==> src/rtl/alu_share_arb.sv <==
// Arbitrates two requesters onto one combinational ALU through a registered operand stage
// and a held response register per port. Define ALU_ARB_FIXED_PRIO_EN for fixed port-0 priority.
module alu_share_arb #(
  parameter int W   = 32,
  parameter int OPW = 4
) (
  input  logic           clk,
  input  logic           reset_n,
  input  logic           req0_valid,
  output logic           req0_ready,
  input  logic [W-1:0]   req0_a,
  input  logic [W-1:0]   req0_b,
  input  logic [OPW-1:0] req0_op,
  input  logic [31:0]    req0_ir,
  input  logic           req1_valid,
  output logic           req1_ready,
  input  logic [W-1:0]   req1_a,
  input  logic [W-1:0]   req1_b,
  input  logic [OPW-1:0] req1_op,
  input  logic [31:0]    req1_ir,
  output logic           rsp0_valid,
  input  logic           rsp0_ready,
  output logic [W-1:0]   rsp0_c,
  output logic           rsp0_zero,
  output logic           rsp1_valid,
  input  logic           rsp1_ready,
  output logic [W-1:0]   rsp1_c,
  output logic           rsp1_zero,
  output logic [W-1:0]   alu_a,
  output logic [W-1:0]   alu_b,
  output logic [OPW-1:0] alu_op,
  output logic [31:0]    alu_ir,
  input  logic [W-1:0]   alu_c,
  input  logic           alu_zero
);

  // Handshake: a request transfers on an edge where valid & ready are both high; a response
  // transfers on an edge where rspi_valid & rspi_ready are both high. Held data is stable otherwise.
  logic [1:0] inflight;   // one-hot owner of the operand register, doubles as the tag
  logic [1:0] rsp_valid;
  logic [1:0] busy;
  logic       elig0, elig1;
  logic       grant0, grant1;

  assign busy  = inflight | rsp_valid;
  assign elig0 = req0_valid & ~busy[0] & reset_n;
  assign elig1 = req1_valid & ~busy[1] & reset_n;

`ifdef ALU_ARB_FIXED_PRIO_EN
  assign grant0 = elig0;
  assign grant1 = elig1 & ~elig0;
`else
  logic rr;

  assign grant0 = elig0 & (~elig1 | ~rr);
  assign grant1 = elig1 & (~elig0 | rr);

  // The pointer moves away from a port only when that port wins while preferred.
  always_ff @(posedge clk or negedge reset_n) begin
    if (!reset_n) begin
      rr <= 1'b0;
    end else if (!rr && grant0) begin
      rr <= 1'b1;
    end else if (rr && grant1) begin
      rr <= 1'b0;
    end
  end
`endif

  assign req0_ready = grant0;
  assign req1_ready = grant1;
  assign rsp0_valid = rsp_valid[0];
  assign rsp1_valid = rsp_valid[1];

  always_ff @(posedge clk or negedge reset_n) begin
    if (!reset_n) begin
      alu_a  <= '0;
      alu_b  <= '0;
      alu_op <= '0;
      alu_ir <= '0;
    end else if (grant0) begin
      alu_a  <= req0_a;
      alu_b  <= req0_b;
      alu_op <= req0_op;
      alu_ir <= req0_ir;
    end else if (grant1) begin
      alu_a  <= req1_a;
      alu_b  <= req1_b;
      alu_op <= req1_op;
      alu_ir <= req1_ir;
    end
  end

  // The ALU is single-cycle, so whatever was accepted last edge is captured this edge.
  always_ff @(posedge clk or negedge reset_n) begin
    if (!reset_n) begin
      inflight <= 2'b00;
    end else begin
      inflight <= {grant1, grant0};
    end
  end

  always_ff @(posedge clk or negedge reset_n) begin
    if (!reset_n) begin
      rsp_valid[0] <= 1'b0;
      rsp0_c       <= '0;
      rsp0_zero    <= 1'b0;
    end else if (inflight[0]) begin
      rsp_valid[0] <= 1'b1;
      rsp0_c       <= alu_c;
      rsp0_zero    <= alu_zero;
    end else if (rsp_valid[0] && rsp0_ready) begin
      rsp_valid[0] <= 1'b0;
    end
  end

  always_ff @(posedge clk or negedge reset_n) begin
    if (!reset_n) begin
      rsp_valid[1] <= 1'b0;
      rsp1_c       <= '0;
      rsp1_zero    <= 1'b0;
    end else if (inflight[1]) begin
      rsp_valid[1] <= 1'b1;
      rsp1_c       <= alu_c;
      rsp1_zero    <= alu_zero;
    end else if (rsp_valid[1] && rsp1_ready) begin
      rsp_valid[1] <= 1'b0;
    end
  end

endmodule

==> config.mk <==
export PLATFORM = sky130hd
export DESIGN_NAME = alu_share_arb
export DESIGN_NICKNAME = d
export VERILOG_FILES = /design/src/rtl/alu_share_arb.sv
export SDC_FILE = /design/constraint.sdc
export NUM_CORES = 1
export LEC_CHECK = 0
export CORE_AREA = 2 2 159 161
export CTS_BUF_LIST = sky130_fd_sc_hd__clkbuf_8
export DETAILED_ROUTE_END_ITERATION = 10
export DIE_AREA = 0 0 161 163
export SKIP_LAST_GASP = 1
export SYNTH_ARGS = -nofsm -noshare
export SYNTH_HDL_FRONTEND = slang
export SYNTH_SLANG_ARGS = --single-unit
==> constraint.sdc <==
create_clock -name clk -period 4.5 [get_ports clk]
set_input_delay 0.675 -clock clk [delete_from_list [all_inputs] [get_ports clk]]
set_output_delay 0.675 -clock clk [all_outputs]
set_load 0.005 [all_outputs]
* Word level (Yosys, flattened, before mapping)
Index checks and enable logic that the tools add are counted. Widths: inputs -> output; s select.
Operators by class: mux-type cells 14, bitwise logic cells 14, reduce and logical (&&, ||, !) cells 9
Operators by type and width (number):
- $mux 32 | 6
- $mux 4 | 2
- $reduce_bool 2->1 | 4
- $and 1x1->1 | 6
- $mux 1 | 6
- $not 1->1 | 5
- $logic_and 1x1->1 | 4
- $or 1x1->1 | 2
- $or 2x2->2 | 1
- $logic_not 1->1 | 1
Storage, ports and cells: register bits after elaboration 171, bits of input ports 239, output and inout port bits 170, word-level logic and storage cells 49

* Logic depth before layout (Yosys ltp)
Gate-level depths: netlist of the first run.
word-level depth 10, depth in mapped cells 6, mapped depth without buffers 3

* Worst setup path before layout of the first run
OpenSTA, ideal clock, no wires.
path kind input -> output, start input reset_n, end output req1_ready, arrival time 1386 ps, data required time 3825 ps, slack 2439 ps, stages 5, path buffers 2, cells stage by stage nand4bb_1 -> o21bai_1 -> buf_2 -> buf_4 -> inv_2
On the way: longest elaborated chain between the ends 4, elaborated cells between the ends (all ways) 5, those cells by class bitwise: 5
Ends and longest elaborated chain:
- start, declared | line 8 | input logic reset_n,
- $and 1x1->1 | line 46 | assign elig0 = req0_valid & ~busy[0] & reset_n;
- $not 1->1 | line 56 | assign grant1 = elig1 & (~elig0 | rr);
- $or 1x1->1 | line 56
- $and 1x1->1 * | line 56
- end, declared | line 16 | output logic req1_ready,
Mark *: on every way between the ends. The rest lies on a longest branch, timed or not.

* Worst setup path in the final report of the first run
start register inflight[1], end output req1_ready
On the way: longest elaborated chain between the ends 5
Ends and longest elaborated chain:
- start, declared | line 39 | logic [1:0] inflight;
- start signal, assigned | line 99 | inflight <= {grant1, grant0};
- $or 2x2->2 | line 45 | assign busy = inflight | rsp_valid;
- $not 1->1 | line 47 | assign elig1 = req1_valid & ~busy[1] & reset_n;
- $and 1x1->1 (2 in a row) | line 47
- $and 1x1->1 | line 56
No other way between the ends.

==> impl_summary.txt, run 1 <==
----------------------------------------------------
[Run status]
  Status ... completed

[STA]
  Tightest slew margin relative to the limit ... 0.305
  Post-Route Skew ... 22.5 ps
  Setup repair after global routing missed its margin ... false
  Sum Neg Setup Slack ... 0 ps
  Number of max-slew violations in the final report ... 0
  Clock period minus final worst setup slack ... 3090 ps
  Period utilization ... 0.687
  Count of final setup violators ... 0
  Fmax ... 324 MHz
  Worst slew pin tran ... 1040 ps
  Number of hold violations in the final report ... 0

[Layout]
  Syn-to-layout area delta ... 64.7%
  Post-layout utilization of the core ... 0.487
  Share of final-layout standard cells stronger than drive strength 1 ... 0.130
  Total Nets Final ... 1,128
  Final Cell Area ... 12,000 sq um

[Place]
  Placement Cell Area ... 11,600 sq um
  Post-DP HPWL ... 18,500 um
  IO buf count ... 408
  Final Wtd Congestion ... 0.761

[Clock tree]
  Clock slew at reported path FFs ... 120 ps
  Buffer type at the clock tree root ... sky130_fd_sc_hd__clkbuf_8
  CTS tree ... yes
  CTS H-tree depth ... 4
  Clk sink count ... 171
  Clock latency of the later-clocked register in the worst-skew pair ... 460 ps
  Post-CTS setup-driven buffer insertion count ... 0
  Post-cts resize count ... 0
  Number of buffers created by CTS ... 17
  Clock Tree Buf Depth ... 2
  Number of buffers added to fix hold violations after cts ... 0

[Setup path]
  Arrival time at the worst endpoint ... 2420 ps
  Crit end category ... output pin
  Worst-path cell chain ... nand4bb_4, o21bai_4, inv_2, clkdlybuf4s50_1
  Worst-path fanout max ... 15
  Setup crit start kind ... flip-flop
  Crit Path Class ... flip-flop to output pin
  Worst stage delay on the critical path ... 640 ps
  Count of buffering cells on the critical path with inverters included ... 2
  CP Data Required Time ... 3830 ps
  Critical-path cell with the highest stage delay ... sky130_fd_sc_hd__dfrtp_1
  Cell family with the largest share of critical-path delay ... flip-flops

[GRT]
  Grt met3 use ... 0.0542
  Pin count of the biggest net entering global routing ... 89
  Antenna violations before repair ... 1
  Total track usage ... 0.198
  Total congestion overflow after global routing ... 0
  First-pass GRT wire length ... 39,600 um
  Grt peak-use layer ... met2
  Met1 GRT Util ... 0.246
  GR met2 Demand/Resource ... 0.334
  Vias in the first global route ... 6,401

[Detailed routing]
  Number of detailed-route iterations in the first pass ... 4
  Via total after detailed routing ... 6,054
  Number of routed nets with antenna violations ... 0
  DR WL/cell ... 21.4 um
  Drt via density ... 4.91
  Iteration-0 DRC Markers ... 399
  Total Wirelength ... 26,400 um
  DRC violation count after routing ... 0

[Hold path]
  Worst hold-check path type ... input port to asynchronous set/reset pin

[Synthesis]
  Synthesized net count ... 741
  Adder and majority cell fraction of the synthesized area ... 0
  Number of cells produced by synthesis ... 502
  Unique cell type count in the Yosys netlist ... 16
  Proportion of netlist area held by the largest area contributor ... 0.587
  Synth top area cells ... sky130_fd_sc_hd__dfrtp_1 (59%), sky130_fd_sc_hd__o221a_1 (15%), sky130_fd_sc_hd__nand3b_1 (10%)
  Combinational family with the most area after synthesis ... compound AO/OA/AOI/OAI gates
  Dominant cell type by area after synthesis ... sky130_fd_sc_hd__dfrtp_1
  Sequential area share after synthesis ... 0.587
  Complex-gate fraction of the synthesized area ... 0.160
  Multiplexer share of the synthesized area ... 0.102
  Post-Syn Area per Cell ... 14.5 sq um
  Xor-xnor portion of the synthesized cell area ... 0
  Post-synthesis simple-gate area fraction ... 0.107
  Synth Cell Area ... 7290 sq um
  Warnings from Yosys ... 0
  FF+latch count, synth ... 171

[Floorplanning]
  Floorplan row count ... 58
  Starting density of the core ... 0.296
  X dimension of the die ... 161 um
  Io pins ... 409
  Die span in y ... 163 um
  Die Area ... 26,200 sq um
  Core footprint ... 24,700 sq um

[Pwr]
  Leakage ... 4.56 nW
  Power per standard cell area ... 480 nW/um^2
  Peak supply drop ... 0.220 mV

[Job]
  MaxCap Viol Count ... 0

----------------------------------------------------
synthesized netlist by cell type (all sizes together):
cell type / instances
dfrtp: 171
nand3b: 100
o221a: 100
mux2: 66
buf: 35
clkbuf: 17
inv: 4
a21o: 3
nand4bb: 2
nor2: 2
a31o: 1
o21bai: 1
worst register-to-register path: cells and delay by family (launching register included):
kind | cells | cell delay (ps)
AO/OA/AOI/OAI | 2 | 510
flip-flops | 1 | 790
buffers and inverters | 2 | 1170
AND/OR/NAND/NOR | 1 | 390
layout by cell type, fill, tap and decap left out:
master | netlist | routed
sky130_fd_sc_hd__clkinv_2 | 0 | 1
sky130_fd_sc_hd__clkdlybuf4s50_1 | 0 | 407
sky130_fd_sc_hd__o221a_1 | 100 | 100
sky130_fd_sc_hd__clkbuf_8 | 0 | 17
sky130_fd_sc_hd__clkinvlp_4 | 0 | 2
sky130_fd_sc_hd__inv_2 | 2 | 2
sky130_fd_sc_hd__a31o_4 | 0 | 1
sky130_fd_sc_hd__clkinv_4 | 0 | 3
sky130_fd_sc_hd__diode_2 | 0 | 1
sky130_fd_sc_hd__inv_1 | 2 | 2
sky130_fd_sc_hd__o21bai_4 | 0 | 1
sky130_fd_sc_hd__mux2_2 | 66 | 66
sky130_fd_sc_hd__nor2_1 | 2 | 2
sky130_fd_sc_hd__clkinv_8 | 0 | 2
sky130_fd_sc_hd__dfrtp_1 | 171 | 171
sky130_fd_sc_hd__buf_4 | 9 | 12
sky130_fd_sc_hd__buf_6 | 10 | 1
sky130_fd_sc_hd__nand3b_1 | 100 | 100
sky130_fd_sc_hd__a21o_1 | 3 | 3
sky130_fd_sc_hd__inv_6 | 0 | 2
sky130_fd_sc_hd__inv_8 | 0 | 5
sky130_fd_sc_hd__nand4bb_4 | 0 | 2
per-layer routing:
layer	vias up	wire length (um)	part of all wire
met1	3025	10900	0.41
met4	0	586	0.022
li1	2729	-	-
met2	271	13000	0.49
met5	-	0	0
met3	29	1840	0.070
flip-flops by register name, summed over array words and instances (netlist names), 2 cells and up:
signal and count:
inflight 2, rsp0_c 32, alu_ir 32, rsp1_c 32, alu_a 32, alu_b 32
alu_op 4
cell families after synthesis:
group	count (synthesis)
muxes	66
AOI/OAI and AO/OA	105
and+or+nand+nor	104
DFF	171
buffers and inverters	56
stage by stage:
stage	power [W]	instances	hold WS [ps]	setup WS, ps
2_1_floorplan	0.00318	502	379	2440
3_3_place_gp	0.00471	1200	489	1340
3_5_place_dp	0.00473	1200	494	1310
4_1_cts	0.00585	1232	71.1	1330
5_1_grt	0.00609	1233	72.2	1240
6_report	0.00577	1233	99.5	1410
final timing paths:
| check | from | end | slack [ps] | depth (start not counted) |
|---|---|---|---|---|
| setup / recovery | inflight[1] | req1_ready | 1410 | 4 |
| hold / removal | reset_n | rsp1_c[30] | 100 | 1 |
| setup reg to reg | inflight[1] | alu_b[30] | 1570 | 5 |
| hold reg to reg | rsp1_c[3] | rsp1_c[3] | 510 | 1 |
| max in group asynchronous | reset_n | alu_ir[3] | 3310 | 2 |
| min in group clk | rsp1_c[3] | rsp1_c[3] | 510 | 1 |
area by class of cell:
class                      count  area [sq um]
fill                        2241         12700
sequential                   171          4280
timing repair buffer         420          4180
multi-input combinational    275          2740
tap                          330           413
clock buffer                  17           234
clock inverter                15           153
inverter                       4          15.0
antenna                        1          2.50
power by group:
| part | switching [W] | internal, W | leakage (nW) |
|---|---|---|---|
| sequential | 0.000283 | 0.00205 | 1.92 |
| combinational | 0.000752 | 0.00160 | 2.45 |
| clock | 0.000670 | 0.000415 | 0.192 |
Note: power is estimated with default switching activity, not from simulation.
==> run 2, diff against run 1 <==
Settings changed: CORE_AREA 2 2 159 161 to 2 2 160 162, DIE_AREA 0 0 161 163 to 0 0 162 164.
Clock period 4.5 ns to 3 ns, I/O delays scaled along.
==> run 2 against run 1 <==
Via count grew 0.76%. Utilization shrank 0.14 points. Total power grew 50%. Critical path depth grew 2. Global-route usage shrank 0.97 points. Highest routed layer is now met5. Combinational power grew 51%. Critical endpoint is now req0_ready. Largest power group unchanged. Setup slack lost 1300 ps. Routed wire length shrank 1.9%.
==> impl_summary.txt, run 2 (synthesis results as in run 1) <==
----------------------------------------------------
[Setup path]
  Worst-path fanout max ... 22 (was 15)
  Cell family with the largest share of critical-path delay ... buffers and inverters (was flip-flops)
  Setup crit start kind ... input port (was flip-flop)
  Crit end category ... output pin (unchanged)
  CP Data Required Time ... 2550 ps (was 3830 ps)
  Count of buffering cells on the critical path with inverters included ... 4 (was 2)
  Critical-path cell with the highest stage delay ... sky130_fd_sc_hd__dlygate4sd3_1 (was sky130_fd_sc_hd__dfrtp_1)
  Worst stage delay on the critical path ... 560 ps (was 640 ps)
  Crit Path Class ... input port to output pin (was flip-flop to output pin)
  Arrival time at the worst endpoint ... 2440 ps (was 2420 ps)
  Worst-path cell chain ... dlygate4sd3_1, buf_6, nand4bb_4, a31o_4, inv_2, clkdlybuf4s50_1 (was nand4bb_4, o21bai_4, inv_2, clkdlybuf4s50_1)

[Pwr]
  Share of power burned in the clock network ... 0.187 (was 0.188)
  Internal power summed over all cells ... 0.00610 W (was 0.00406 W)
  Switching power share of the total ... 0.295 (about the same)
  Leakage ... 4.58 nW (was 4.56 nW)
  Sequential share of power ... 0.402 (was 0.405)
  Net switching power of the design ... 0.00255 W (was 0.00170 W)
  Peak supply drop ... 0.261 mV (was 0.220 mV)
  Power per standard cell area ... 719 nW/um^2 (was 480 nW/um^2)
  Logic gate share of total power ... 0.411 (was 0.407)

[Clock tree]
  Clock latency of the later-clocked register in the worst-skew pair ... 470 ps (was 460 ps)
  CTS tree ... yes (unchanged)
  Buffer type at the clock tree root ... sky130_fd_sc_hd__clkbuf_8 (unchanged)
  Clock slew at reported path FFs ... 110 ps (was 120 ps)
  Clock Tree Buf Depth ... 2 (unchanged)
  Clk sink count ... 171 (unchanged)
  Number of buffers created by CTS ... 17 (unchanged)
  CTS H-tree depth ... 4 (unchanged)

[STA]
  Worst slew pin tran ... 890 ps (was 1040 ps)
  Tightest slew margin relative to the limit ... 0.406 (was 0.305)
  Count of final setup violators ... 0 (unchanged)
  Period utilization ... 0.963
  Post-Route Skew ... 20.1 ps (was 22.5 ps)
  Worst path setup slack after routing ... 110 ps (was 1410 ps)
  Hold_ws ... 427 ps (was 99.5 ps)
  Setup repair after global routing missed its margin ... false (unchanged)
  Fmax ... 346 MHz
  Clock period minus final worst setup slack ... 2890 ps
  Number of hold violations in the final report ... 0 (unchanged)
  Number of max-slew violations in the final report ... 0 (unchanged)
  Sum Neg Setup Slack ... 0 ps (unchanged)

[GRT]
  Antenna violations before repair ... 4 (was 1)
  Vias in the first global route ... 6,256 (was 6,401)
  Pin count of the biggest net entering global routing ... 153 (was 89)
  First-pass GRT wire length ... 38,000 um (was 39,600 um)
  Total congestion overflow after global routing ... 0 (unchanged)
  Total track usage ... 0.188 (was 0.198)

[Detailed routing]
  Total Wirelength ... 25,900 um (was 26,400 um)
  DRC violation count after routing ... 0 (unchanged)
  Drt via density ... 4.94 (was 4.91)
  Via total after detailed routing ... 6,100 (was 6,054)
  DR WL/cell ... 21.0 um (was 21.4 um)
  Number of routed nets with antenna violations ... 0 (unchanged)
  Iteration-0 DRC Markers ... 366 (was 399)
  Number of detailed-route iterations in the first pass ... 4 (unchanged)

[Run status]
  Status ... completed (unchanged)

[Floorplanning]
  X dimension of the die ... 162 um (was 161 um)
  Die Area ... 26,600 sq um (was 26,200 sq um)
  Core footprint ... 24,800 sq um (was 24,700 sq um)
  Io pins ... 409 (unchanged)
  Die span in y ... 164 um (was 163 um)
  Starting density of the core ... 0.294 (was 0.296)
  Floorplan row count ... 58 (unchanged)

[Layout]
  Share of final-layout standard cells stronger than drive strength 1 ... 0.127 (was 0.130)
  Most used cells in the layout excluding fill and tap cells ... sky130_fd_sc_hd__clkdlybuf4s50_1 (407), sky130_fd_sc_hd__dfrtp_1 (171), sky130_fd_sc_hd__nand3b_1 (100), sky130_fd_sc_hd__o221a_1 (100), sky130_fd_sc_hd__mux2_2 (66) (unchanged)
  Post-layout utilization of the core ... 0.485 (was 0.487)
  Syn-to-layout area delta ... 65.2% (was 64.7%)
  Total Nets Final ... 1,127 (was 1,128)
  Count of non-filler cells in the finished layout ... 1,234 (was 1,233)
  Most frequent standard cell in the layout excluding fill and tap cells ... sky130_fd_sc_hd__clkdlybuf4s50_1 (unchanged)

[Place]
  Post-DP HPWL ... 17,500 um (was 18,500 um)
  Worst setup timing slack at the placement stage ... 451 ps (was 1310 ps)
  Placed Cells incl. Taps ... 1,198 (was 1,200)
  IO buf count ... 408 (unchanged)
  Final Wtd Congestion ... 0.787 (was 0.761)

[Job]
  MaxCap Viol Count ... 0 (unchanged)

[Hold path]
  Worst hold-check path type ... input port to asynchronous set/reset pin (unchanged)

----------------------------------------------------
run 2: cell types whose count changed in the layout (fill, tap and decap cells not counted), sizes merged:
cell / delta
buf: -2
inv: +1
dlygate4sd3: +1
diode: +2
clkinvlp: -1
run 2: stage by stage:
stage	cell area, sq um	total power (W)
global route	12000	0.00916
detailed placement	11600	0.00712
CTS	12000	0.00880
floorplan	7290	0.00476
global placement	11600	0.00709
finish	12000	0.00866
run 2: what timing repair did:
action,CTS,global route
gates resized for setup,0,0
hold buffers,1,0
setup buffers,0,0
hold endpoints to repair,19,0
run 2: cell type report:
cell class,instances,area (sq um)
sequential,171,4280
inverter,4,15.0
multi-input combinational,275,2740
antenna,3,7.51
clock buffer,17,234
clock inverter,15,151
fill,2292,12800
timing repair buffer,419,4210
tap,330,413
run 2: path summary, 6_finish.rpt:
check,cells past startpoint,startpoint,slack (ps),to
max in group asynchronous,3,reset_n,1380,alu_ir[15]
worst min register to register,1,rsp0_c[12],510,rsp0_c[12]
worst min-delay path,2,reset_n,430,rsp0_c[25]
worst max register to register,5,inflight[1],960,alu_a[5]
worst max-delay path,6,reset_n,110,req0_ready
min in group clk,1,rsp0_c[12],510,rsp0_c[12]
run 2: power by group through the flow:
| stage | sequential, W | clock [W] | combinational [W] |
|---|---|---|---|
| 3_3_place_gp | 0.00351 | 0 | 0.00358 |
| 4_1_cts | 0.00349 | 0.00170 | 0.00361 |
| 2_1_floorplan | 0.00355 | 0 | 0.00122 |
| 3_5_place_dp | 0.00352 | 0 | 0.00360 |
| 5_1_grt | 0.00358 | 0.00179 | 0.00379 |
| 6_report | 0.00348 | 0.00162 | 0.00356 |
run 2: routing by layer:
| metal | wire (um) | GRT usage | share of wire |
|---|---|---|---|
| met3 | 2060 | 0.0596 | 0.080 |
| met1 | 10300 | 0.227 | 0.40 |
| met2 | 13000 | 0.314 | 0.50 |
| met4 | 548 | 0.0724 | 0.021 |
| met5 | 13 | 0 | 0.00050 |
==> run 3, diff against run 2 <==
Settings changed: PLACE_DENSITY from default to 0.71.
==> run 3 against run 2 <==
Global-route usage decreased by 0.59 points. Total power decreased by 0.13%. Combinational power decreased by 1%. Final area decreased by 0.17%. Largest power group unchanged. Via count decreased by 1.1%. Clock skew decreased by 2.9 ps. Sequential share of layout area increased by 0.059 points. Worst hold slack improved by 70 ps. Utilization decreased by 0.081 points. Flip-flop and latch count unchanged. Critical path depth unchanged. Critical path type unchanged. Die area unchanged. Highest routed layer unchanged.
==> impl_summary.txt, run 3 (synthesis results as in run 1) <==
----------------------------------------------------
[Hold path]
  Worst hold-check path type ... input port to asynchronous set/reset pin (unchanged)

[Clock tree]
  Clk sink count ... 171 (unchanged)
  Buffer type at the clock tree root ... sky130_fd_sc_hd__clkbuf_8 (unchanged)
  CTS tree ... yes (unchanged)
  Post-CTS setup-driven buffer insertion count ... 0 (unchanged)
  Number of buffers created by CTS ... 17 (unchanged)
  Clock Tree Buf Depth ... 2 (unchanged)
  Clock slew at reported path FFs ... 110 ps (about the same)
  CTS H-tree depth ... 4 (unchanged)
  Clock latency of the later-clocked register in the worst-skew pair ... 460 ps (was 470 ps)

[Pwr]
  Power per standard cell area ... 719 nW/um^2 (about the same)
  Peak supply drop ... 0.294 mV (was 0.261 mV)
  Leakage ... 4.56 nW (was 4.58 nW)
  Pwr Total ... 0.00865 W (was 0.00866 W)

[Layout]
  Syn-to-layout area delta ... 64.9% (was 65.2%)
  Total Nets Final ... 1,124 (was 1,127)
  N_diodes ... 0 (was 3)
  Share of final-layout standard cells stronger than drive strength 1 ... 0.125 (was 0.127)
  Most used cells in the layout excluding fill and tap cells ... sky130_fd_sc_hd__clkdlybuf4s50_1 (407), sky130_fd_sc_hd__dfrtp_1 (171), sky130_fd_sc_hd__nand3b_1 (100), sky130_fd_sc_hd__o221a_1 (100), sky130_fd_sc_hd__mux2_2 (66) (unchanged)
  Most frequent standard cell in the layout excluding fill and tap cells ... sky130_fd_sc_hd__clkdlybuf4s50_1 (unchanged)
  Fillcell total ... 2,229 (was 2,292)
  Count of non-filler cells in the finished layout ... 1,228 (was 1,234)
  Post-layout utilization of the core ... 0.485 (about the same)

[Run status]
  Status ... completed (unchanged)

[Setup path]
  Cell family with the largest share of critical-path delay ... buffers and inverters (unchanged)
  Worst-path cell chain ... dlygate4sd3_1, buf_6, nand4bb_4, a31o_4, inv_2, clkdlybuf4s50_1 (unchanged)
  Crit Path Class ... input port to output pin (unchanged)
  Setup crit start kind ... input port (unchanged)
  Worst-path fanout max ... 38 (was 22)
  Crit end category ... output pin (unchanged)
  Arrival time at the worst endpoint ... 2380 ps (was 2440 ps)
  Critical-path cell with the highest stage delay ... sky130_fd_sc_hd__dlygate4sd3_1 (unchanged)
  CP Data Required Time ... 2550 ps (about the same)
  Flop-to-flop setup slack ... 920 ps (was 960 ps)
  Worst stage delay on the critical path ... 560 ps (about the same)
  Crit path depth ... 6 (unchanged)
  Depth of the most critical reg-to-reg path ... 4 (was 5)
  Count of buffering cells on the critical path with inverters included ... 4 (unchanged)

[STA]
  Sum Neg Setup Slack ... 0 ps (unchanged)
  Number of max-slew violations in the final report ... 0 (unchanged)
  Number of hold violations in the final report ... 0 (unchanged)
  Clock period minus final worst setup slack ... 2830 ps (was 2890 ps)
  Setup repair after global routing missed its margin ... false (unchanged)
  Tightest slew margin relative to the limit ... 0.173 (was 0.406)
  Fmax ... 354 MHz (was 346 MHz)
  Period utilization ... 0.942 (was 0.963)
  Worst slew pin tran ... 1240 ps (was 890 ps)
  Count of final setup violators ... 0 (unchanged)
  Post-Route Skew ... 17.2 ps (was 20.1 ps)

[Floorplanning]
  Core footprint ... 24,800 sq um (unchanged)
  Io pins ... 409 (unchanged)
  X dimension of the die ... 162 um (unchanged)
  Floorplan row count ... 58 (unchanged)
  Die Area ... 26,600 sq um (unchanged)
  Die span in y ... 164 um (unchanged)
  Starting density of the core ... 0.294 (unchanged)

[Detailed routing]
  Drt via density ... 4.91 (was 4.94)
  DRC violation count after routing ... 0 (unchanged)
  Via total after detailed routing ... 6,032 (was 6,100)
  Number of routed nets with antenna violations ... 0 (unchanged)
  Number of detailed-route iterations in the first pass ... 5 (was 4)
  DR WL/cell ... 20.4 um (was 21.0 um)
  Total Wirelength ... 25,000 um (was 25,900 um)
  Iteration-0 DRC Markers ... 412 (was 366)

[Place]
  Post-DP HPWL ... 16,900 um (was 17,500 um)
  IO buf count ... 408 (unchanged)
  Final Wtd Congestion ... 0.753 (was 0.787)
  Placed Cells incl. Taps ... 1,195 (was 1,198)

[GRT]
  Pin count of the biggest net entering global routing ... 137 (was 153)
  Total track usage ... 0.182 (was 0.188)
  Antenna violations before repair ... 1 (was 4)
  First-pass GRT wire length ... 37,200 um (was 38,000 um)
  Met1 GRT Util ... 0.234 (was 0.227)
  GR met2 Demand/Resource ... 0.301 (was 0.314)
  Grt peak-use layer ... met2 (unchanged)
  Total congestion overflow after global routing ... 0 (unchanged)
  Grt met3 use ... 0.0492 (was 0.0596)
  Vias in the first global route ... 6,236 (was 6,256)

[Job]
  MaxCap Viol Count ... 0 (unchanged)

----------------------------------------------------
run 3: cell types whose count changed in the layout (fill, tap and decap cells not counted), sizes merged:
cell	before	now
diode	3	0
clkinvlp	1	2
clkbuf	17	18
buf	11	8
inv	12	11
clkinv	6	5
run 3: final cells by class:
class	count	area, sq um	share of cell area
clock buffers	18	248	0.0206
clock inverters	14	148	0.0123
multi-input cells	275	2740	0.228
repair buffers	416	4190	0.348
well taps	330	413	0.0343
inverters	4	15.0	0.00125
flip-flops and latches	171	4280	0.356
run 3: metrics by stage:
step	setup WS [ps]	hold WS, ps	area (sq um)
after floorplan	1260	154	7290
after detailed placement	502	398	11600
final	174	498	12000
after global placement	558	395	11600
after CTS	134	467	12000
after global routing	58.5	491	12000
run 3: power breakdown:
group          total (W)  internal [W]  switching (W)
clock network    0.00164      0.000646       0.000995
logic            0.00351       0.00240        0.00112
registers        0.00349       0.00308       0.000413
total            0.00865       0.00612        0.00252
run 3: worst paths after layout:
check	end	from
max	req0_ready	reset_n
min	rsp1_c[28]	reset_n
max reg2reg	alu_ir[10]	rsp0_valid
min reg2reg	rsp0_c[7]	rsp0_c[7]
max in group asynchronous	alu_b[5]	reset_n
min in group clk	rsp0_c[7]	rsp0_c[7]
run 3: what timing repair did:
| action | in CTS | in global routing |
|---|---|---|
| gates resized for setup | 0 | 0 |
| endpoints found under the hold margin | 35 | 0 |
| hold buffers | 1 | 0 |
run 3: per-layer routing:
metal | wire, um | vias up
li1 | - | 2717
met1 | 10300 | 3043
met2 | 12600 | 245
met3 | 1710 | 25
met4 | 431 | 2
met5 | 13 | -
